File: src/rtl/dram_rd_arbiter_if.sv
// dram_rd_arbiter_if: client-side kick/busy/data signals plus the shared DRAM read-command port
// Ports (signals):
//   s_kick, s_read_addr, s_read_num   per-client request, byte address and word count (32 bits per client)
//   s_busy, s_buf_we, s_buf_dout      per-client busy and data strobe, broadcast return data
//   m_kick, m_read_addr, m_read_num   DRAM read command
//   m_busy, m_buf_dout, m_buf_we      DRAM busy and return data
// Modports: master = the arbiter, slave = the clients plus DRAM side that drive it.
interface dram_rd_arbiter_if #(
    parameter int NUM_REQ = 2
);
    logic [NUM_REQ-1:0]    s_kick;
    logic [NUM_REQ-1:0]    s_busy;
    logic [NUM_REQ-1:0]    s_buf_we;
    logic [32*NUM_REQ-1:0] s_read_addr;
    logic [32*NUM_REQ-1:0] s_read_num;
    logic [31:0]           s_buf_dout;
    logic                  m_kick;
    logic                  m_busy;
    logic                  m_buf_we;
    logic [31:0]           m_read_addr;
    logic [31:0]           m_read_num;
    logic [31:0]           m_buf_dout;
    modport master (
        input  s_kick, s_read_addr, s_read_num, m_busy, m_buf_we, m_buf_dout,
        output s_busy, s_buf_we, s_buf_dout, m_kick, m_read_addr, m_read_num
    );
    modport slave (
        output s_kick, s_read_addr, s_read_num, m_busy, m_buf_we, m_buf_dout,
        input  s_busy, s_buf_we, s_buf_dout, m_kick, m_read_addr, m_read_num
    );
endinterface

File: src/rtl/dram_rd_arbiter.sv
// dram_rd_arbiter: round-robin sharing of one DRAM burst-read port between NUM_REQ clients
// Ports:
//   CLK, RST  clock and synchronous active-high reset
//   bus       client kick/busy/addr/num/data strobes and the shared DRAM read port
//   gnt_idx   index of the current or last granted client
//   err_cnt   sticky: a burst returned the wrong beat count, or data arrived while idle
module dram_rd_arbiter #(
    parameter int NUM_REQ = 2,
    parameter int GNT_W   = 1
) (
    input  logic              CLK,
    input  logic              RST,
    dram_rd_arbiter_if.master bus,
    output logic [GNT_W-1:0]  gnt_idx,
    output logic              err_cnt
);
    typedef enum logic [1:0] {IDLE, ISSUE, RUN} state_t;
    state_t           state, state_nx;
    logic [GNT_W-1:0] last, pick;
    logic             found, beat, done;
    logic [31:0]      sel_addr, sel_num, beats, beats_nx;
    int               best;
    // Ring distance from last+1; the nearest kicking client wins, so the last served ranks lowest.
    always_comb begin
        pick = '0;
        found = 1'b0;
        best = NUM_REQ;
        sel_addr = '0;
        sel_num = '0;
        for (int i = 0; i < NUM_REQ; i++) begin
            if (bus.s_kick[i] && (i + NUM_REQ - 1 - int'(last)) % NUM_REQ < best) begin
                best = (i + NUM_REQ - 1 - int'(last)) % NUM_REQ;
                pick = GNT_W'(i);
                found = 1'b1;
                sel_addr = bus.s_read_addr[32*i +: 32];
                sel_num = bus.s_read_num[32*i +: 32];
            end
        end
    end
    always_comb begin
        state_nx = state;
        state_nx = (state == IDLE) ? (found ? ISSUE : IDLE) :
                   (state == ISSUE) ? (bus.m_busy ? RUN : ISSUE) :
                   (bus.m_busy ? RUN : IDLE);
    end
    assign beat = bus.m_buf_we && state != IDLE;
    assign done = state == RUN && !bus.m_busy;
    // Saturating count; a beat landing on the completion cycle is still counted.
    assign beats_nx = beats + 32'(beat && beats != '1);
    assign bus.m_kick = state == ISSUE;
    assign bus.s_buf_dout = bus.m_buf_dout;
    for (genvar i = 0; i < NUM_REQ; i++) begin : g_we
        assign bus.s_buf_we[i] = beat && gnt_idx == GNT_W'(i);
    end
    always_ff @(posedge CLK) begin
        if (RST) begin
            state <= IDLE;
            last <= GNT_W'(NUM_REQ - 1);
            gnt_idx <= '0;
            err_cnt <= 1'b0;
            beats <= '0;
            bus.s_busy <= '0;
            bus.m_read_addr <= '0;
            bus.m_read_num <= '0;
        end else begin
            state <= state_nx;
            beats <= beats_nx;
            if (state == IDLE && found) begin
                gnt_idx <= pick;
                bus.m_read_addr <= sel_addr;
                bus.m_read_num <= sel_num;
                bus.s_busy <= NUM_REQ'(1) << pick;
                beats <= '0;
            end
            if (done) begin
                bus.s_busy <= '0;
                last <= gnt_idx;
            end
            if ((done && beats_nx != bus.m_read_num) || (bus.m_buf_we && state == IDLE))
                err_cnt <= 1'b1;
        end
    end
endmodule
File: src/flat_wrapper.sv
// flat-port wrapper written by rule: the top's interface ports become plain ports
module dram_rd_arbiter_flat 
#(
    parameter int NUM_REQ = 2,
    parameter int GNT_W   = 1
)
  (CLK, RST, gnt_idx, err_cnt, bus_s_kick, bus_s_read_addr, bus_s_read_num, bus_m_busy, bus_m_buf_we, bus_m_buf_dout, bus_s_busy, bus_s_buf_we, bus_s_buf_dout, bus_m_kick, bus_m_read_addr, bus_m_read_num);
  dram_rd_arbiter_if #(.NUM_REQ(NUM_REQ)) bus_i ();
  input  logic CLK;
  input  logic RST;
  output logic [GNT_W-1:0] gnt_idx;
  output logic err_cnt;
  input wire logic [$bits(bus_i.s_kick)-1:0] bus_s_kick;
  input wire logic [$bits(bus_i.s_read_addr)-1:0] bus_s_read_addr;
  input wire logic [$bits(bus_i.s_read_num)-1:0] bus_s_read_num;
  input wire logic [$bits(bus_i.m_busy)-1:0] bus_m_busy;
  input wire logic [$bits(bus_i.m_buf_we)-1:0] bus_m_buf_we;
  input wire logic [$bits(bus_i.m_buf_dout)-1:0] bus_m_buf_dout;
  output wire logic [$bits(bus_i.s_busy)-1:0] bus_s_busy;
  output wire logic [$bits(bus_i.s_buf_we)-1:0] bus_s_buf_we;
  output wire logic [$bits(bus_i.s_buf_dout)-1:0] bus_s_buf_dout;
  output wire logic [$bits(bus_i.m_kick)-1:0] bus_m_kick;
  output wire logic [$bits(bus_i.m_read_addr)-1:0] bus_m_read_addr;
  output wire logic [$bits(bus_i.m_read_num)-1:0] bus_m_read_num;
  assign bus_i.s_kick = bus_s_kick;
  assign bus_i.s_read_addr = bus_s_read_addr;
  assign bus_i.s_read_num = bus_s_read_num;
  assign bus_i.m_busy = bus_m_busy;
  assign bus_i.m_buf_we = bus_m_buf_we;
  assign bus_i.m_buf_dout = bus_m_buf_dout;
  assign bus_s_busy = bus_i.s_busy;
  assign bus_s_buf_we = bus_i.s_buf_we;
  assign bus_s_buf_dout = bus_i.s_buf_dout;
  assign bus_m_kick = bus_i.m_kick;
  assign bus_m_read_addr = bus_i.m_read_addr;
  assign bus_m_read_num = bus_i.m_read_num;
  dram_rd_arbiter #(.NUM_REQ(NUM_REQ), .GNT_W(GNT_W)) u_core (.CLK(CLK), .RST(RST), .bus(bus_i), .gnt_idx(gnt_idx), .err_cnt(err_cnt));
endmodule
File: config.mk
export PLATFORM = sky130hd
export DESIGN_NAME = dram_rd_arbiter_flat
export DESIGN_NICKNAME = d
export VERILOG_FILES = /design/src/rtl/dram_rd_arbiter_if.sv /design/src/rtl/dram_rd_arbiter.sv /design/src/flat_wrapper.sv
export SDC_FILE = /design/constraint.sdc
export NUM_CORES = 1
export LEC_CHECK = 0
export BUFFER_PORTS_ARGS = -buffer_cell sky130_fd_sc_hd__buf_2
export CAP_MARGIN = 20
export CORE_MARGIN = 4
export CORE_UTILIZATION = 40
export DETAILED_ROUTE_END_ITERATION = 7
export PLACE_DENSITY = 0.71
export REMOVE_ABC_BUFFERS = 1
export SYNTH_ARGS = -nofsm -noshare
export SYNTH_HDL_FRONTEND = slang
export SYNTH_SLANG_ARGS = --single-unit
export TNS_END_PERCENT = 100
File: constraint.sdc
create_clock -name CLK -period 5.25 [get_ports CLK]
set_input_delay 1.05 -clock CLK [delete_from_list [all_inputs] [get_ports CLK]]
set_output_delay 1.05 -clock CLK [all_outputs]
set_load 0.005 [all_outputs]
# Yosys cells after proc, flatten, opt, wreduce, memory -nomap -nowiden
# Index checks and enable logic that the tools add are counted.
[totals]
register_bits = 103
latch_bits = 0
ramBits = 0
rom_bits = 0
in_bits = 166
output_inout_bits = 103
elab_cells = 50
mem_count = 0
[op_classes]
n_addsub = 3
n_mul = 0
div_mod_pow = 0
n_lt_le_gt_ge = 2
eq_ne = 4
shift = 1
muxes = 13
bitwise_logic = 3
reduce_logical = 16
[ops]
columns = ["op", "n"]
rows = [
  ["two-way mux 32 bit", 5],
  ["adder 32 x 1 -> 32 bit", 1],
  ["less-than comparator 2 x 32 -> 1 bit", 1],
  ["inequality test 32 bit", 1],
  ["inequality test 32 bit (second input constant)", 1],
  ["logical AND 1 bit", 10],
  ["two-way mux 2 bit", 4],
  ["two-way mux 1 bit", 4],
  ["OR reduction 2 bit", 2],
  ["less-than comparator 2 x 3 -> 1 bit (second input constant)", 1],
  ["subtractor 2 x 1 -> 3 bit (first input constant)", 1],
  ["bitwise AND 1 bit", 2],
  ["== test 2 x 1 -> 1 bit (second input constant)", 1],
  ["== test 2 bit (second input constant)", 1],
  ["logical NOT 2 bit", 1],
  ["nonzero test 2 bit", 1],
  ["<< shifter 1 x 1 -> 2 bit (first input constant)", 1],
  ["subtractor 1 x 1 -> 2 bit (first input constant)", 1],
  ["logical NOT 1 bit", 1],
  ["logical OR 1 bit", 1],
  ["inverter 1 bit", 1],
]

# Logic depth before layout (Yosys ltp)
[depth]
depth_word = 10
mapped_depth = 19
mapped_depth_nobuf = 16

# Least setup slack after synthesis
# No wires, ideal clock.
[synth_path]
kind = "input-to-reg"
from = "input port bus_m_buf_we"
to = "register u_core.err_cnt"
setup_ns = 0.125
t_arrival_ns = 4.106
t_required_ns = 5.125
path_slack_ns = 1.019
cell_stages = 13
path_buffers = 1
cell_sequence = "o21ai_0 nor2_1 ha_1 ha_1 nand3_1 or4_4 buf_6 nor2_1 mux2_2 nor4_1 nand4_1 or4_1 o41a_1"
[synth_between]
elab_chain_cells = 6
elab_cells_between_ends = 7
cone_classes = "add/sub (1); eq/ne (1); reduce/logical (5)"
[synth_rtl]
columns = ["element", "line_no", "text"]
rows = [
  ["from (decl)", "flat_wrapper.sv:17", "input wire logic [$bits(bus_i.m_buf_we)-1:0] bus_m_buf_we;"],
  ["logical AND 1 bit", "dram_rd_arbiter.sv:46", "assign beat = bus.m_buf_we && state != IDLE;"],
  ["logical AND 1 bit", "dram_rd_arbiter.sv:49", "assign beats_nx = beats + 32'(beat && beats != '1);"],
  ["adder 32 x 1 -> 32 bit", "dram_rd_arbiter.sv:49", ""],
  ["inequality test 32 bit", "dram_rd_arbiter.sv:79", "if ((done && beats_nx != bus.m_read_num) || (bus.m_buf_we && state == IDLE))"],
  ["logical AND 1 bit", "dram_rd_arbiter.sv:79", ""],
  ["logical OR 1 bit *", "dram_rd_arbiter.sv:79", ""],
  ["to (signal assigned)", "dram_rd_arbiter.sv:60", "err_cnt <= 1'b0;"],
  ["to (signal assigned)", "dram_rd_arbiter.sv:80", "err_cnt <= 1'b1;"],
  ["to (decl)", "dram_rd_arbiter.sv:15", "output logic err_cnt"],
]
# Mark *: on every way between the ends. The rest lies on a longest branch, timed or not.
# A chain may end at the register's enable or synchronous reset.

# Worst setup path in the final report
[layout_path]
from = "register u_core.beats[18]"
to = "register u_core.err_cnt"
[layout_between]
elab_chain_cells = 6
[layout_rtl]
columns = ["element", "line_no", "text"]
rows = [
  ["from (decl)", "dram_rd_arbiter.sv:21", "logic [31:0] sel_addr, sel_num, beats, beats_nx;"],
  ["from (signal assigned)", "dram_rd_arbiter.sv:67", "beats <= beats_nx;"],
  ["inequality test 32 bit", "dram_rd_arbiter.sv:49", ""],
  ["logical AND 1 bit", "dram_rd_arbiter.sv:49", ""],
  ["adder 32 x 1 -> 32 bit *", "dram_rd_arbiter.sv:49", ""],
  ["inequality test 32 bit *", "dram_rd_arbiter.sv:79", ""],
  ["logical AND 1 bit *", "dram_rd_arbiter.sv:79", ""],
  ["logical OR 1 bit *", "dram_rd_arbiter.sv:79", ""],
]
# Marks and branches as above.

==> metrics <==
outcome completed; core area 12100 um2; startpoint class of the critical path flop; postcts setup bufs 0; prevailing post-synth register cell dfxtp_1; kind of critical path reg2reg; sum of negative setup slack 0 ns; Synth top cells by count dfxtp_1, nor2_1, a222oi_1, nand2_1, buf_4; residual DRC count 0; period utilization 0.871; Die Y around 120 um; GRT Max-Usage Layer met2; syn_area_per_cell 8.73 um2; Total GRT Usage 0.231; Final Max Tran Viols 0; drt pass-1 iters 8; antenna cells 0; mapped cell area between 5000 and 6000 um2; Vias/cell 5.70; post-layout util 0.510; CP Data Required Time 5.48 ns; share of layout cells above drive strength 1 0.324; Port Buffers 204; routability cong. between 0.9 and 1; WL/cell 19.0 um; met3 Track Usage GR 0.0990; Post-DRT Antenna Nets 0; CTS Buf Count 9; worst slew pin tran 0.929 ns; EDFF count, synth 0; # IOs 269; #FFs+latches synth 103; Worst Hold Class reg2reg; relative slew slack 0.380; first-pass GRT wire length 26.3 mm; Critical Path End Type flop; met1 Track Usage GR 0.293; fmax 219 MHz; unrepaired setup endpoints after global routing no; Vias 5093; initial antenna violation count 0; share of the synthesized area in the top cell type 0.412; max_cap viols 0; die area ~14000 um2; Distinct cells, synth 56; vias in the first global route 5044; maximum fanout along the worst path 14; Yosys Warn Count 0; hold buffers post-CTS 0; initial DRC count roughly 540; PD cells between 200 and 300 nW/um2; final critical path time including I/O delays and setup 4.57 ns; grt met2 use 0.357; pin count of the biggest net entering global routing 57; FFs w/ async S/R, synth 0; Clock Path Buffers 2; top cell type by total area after synthesis dfxtp_1; final setup violating endpoints 0; starting density of the core 0.413; Post-DP HPWL 13.1 mm; CP arrival 4.80 ns; Leakage Power between 0.002 and 0.003 uW; Register Area 2060 um2; Reg clk slew, reported paths 0.07 ns; die width 120 um; top-count cell post-synth dfxtp_1; Layout Skew 0.0104 ns; Clk Latency, worst-skew pair 0.34 ns; VDD IR max approximately 0.00019 V; TritonCTS clock tree yes; clock tree sinks a little over 100; sequential share of the synthesized area 0.412; Final #Nets 889; # rows 40; Layout area overhead 23.5%; Final Hold Fails 0; CTS root buf clkbuf_16; area occupied by multi-input gates 2500 um2; total wire length 17.0 mm; Post-Synthesis Cells ~570; Area contributors post-synth dfxtp_1, a222oi_1, nor2_1; GRT overflow 0; Fillers 1190; CTS resizes 0; CTS HTree Levels 3
[per-stage QoR]
stage / total power, uW / cell area [um2] / cells / worst slack, ns / hold WS (ns)
5_1_grt: 1910 / 6180 / 894 / 0.330 / 0.475
6_report: 1820 / 6180 / 894 / 0.678 / 0.443
3_5_place_dp: 1200 / 5890 / 878 / 0.558 / 0.430
2_1_floorplan: 1030 / 4590 / 501 / 0.926 / 0.435
4_1_cts: 1840 / 6180 / 894 / 0.741 / 0.441
3_3_place_gp: 1190 / 5870 / 877 / 0.680 / 0.428
[final timing paths]
check / start / end / slack, ns / cells after the start
setup / recovery: u_core.beats[18] / u_core.err_cnt / 0.68 / 16
hold / removal: u_core.bus.m_read_addr[31] / u_core.bus.m_read_addr[31] / 0.44 / 2
setup reg to reg: u_core.beats[18] / u_core.err_cnt / 0.68 / 16
hold reg to reg: u_core.bus.m_read_addr[31] / u_core.bus.m_read_addr[31] / 0.44 / 2
[registers in the layout (all words and copies together), names as in the netlist]
| register | count |
|---|---|
| u_core.bus.m_read_addr | 32 |
| u_core.err_cnt | 1 |
| u_core.beats | 32 |
| u_core.last | 1 |
| u_core.bus.s_busy | 2 |
| u_core.gnt_idx | 1 |
| u_core.state | 2 |
| u_core.bus.m_read_num | 32 |
[power breakdown]
| part | internal (uW) | switching [uW] |
|---|---|---|
| clock | 349 | 289 |
| combinational | 150 | 158 |
| sequential | 830 | 46.4 |
[per-layer routing]
metal  vias to the layer above  wire length [um]
met1                      2367              7030
met2                       304              7780
met3                        20              1880
met4                         2               198
met5                         -                69
li1                       2400                 -
[final cells by class]
class	count	share of cell area
clock buffers	12	0.0415
repair buffers	209	0.175
well taps	168	0.0340
inverters	10	0.00608
multi-input cells	388	0.406
clock inverters	4	0.00446
flip-flops and latches	103	0.334
[cell families after synthesis]
group                    after synthesis  synth area share
AO/OA/AOI/OAI                        114             0.193
flip-flops                           103             0.412
multiplexers                           1           0.00225
adder cells (fa/ha/maj)                2           0.00500
AND/OR/NAND/NOR                      226             0.219
XOR/XNOR                              45            0.0788
buffers and inverters                 82            0.0898
[cell usage in the layout, fill, tap and decap left out, drive strengths merged, types with 3 or more instances in the layout]
| cell | count |
|---|---|
| a222oi | 55 |
| nor3 | 12 |
| nor2b | 7 |
| nor4 | 10 |
| clkbuf | 12 |
| dfxtp | 103 |
| nand2 | 34 |
| xor2 | 16 |
| a31oi | 4 |
| clkinv | 3 |
| and3 | 5 |
| buf | 209 |
| nor3b | 6 |
| o21ai | 9 |
| xnor2 | 29 |
| and2 | 4 |
| nand3 | 18 |
| a22oi | 9 |
| a21oi | 9 |
| a311oi | 3 |
| o22ai | 5 |
| nor2 | 101 |
| or4 | 3 |
| nand4 | 15 |
| nand2b | 6 |
| inv | 11 |
[worst max-delay path: stages, from the launching register on]
cell and delay (ns):
dfxtp_1 0.37, and4_1 0.28, nand2_1 0.29, nor3_1 0.12, nand3_1 0.09, nor2_1 0.04, nor2_1 0.09, ha_1 0.20
ha_1 0.22, nand3_1 0.15, or4_4 0.64, nor2_1 0.25, mux2_2 0.37, nor4_1 0.29, nand4_1 0.12, or4_1 0.50
o41a_1 0.43
Power figures use the tool's default switching activity.
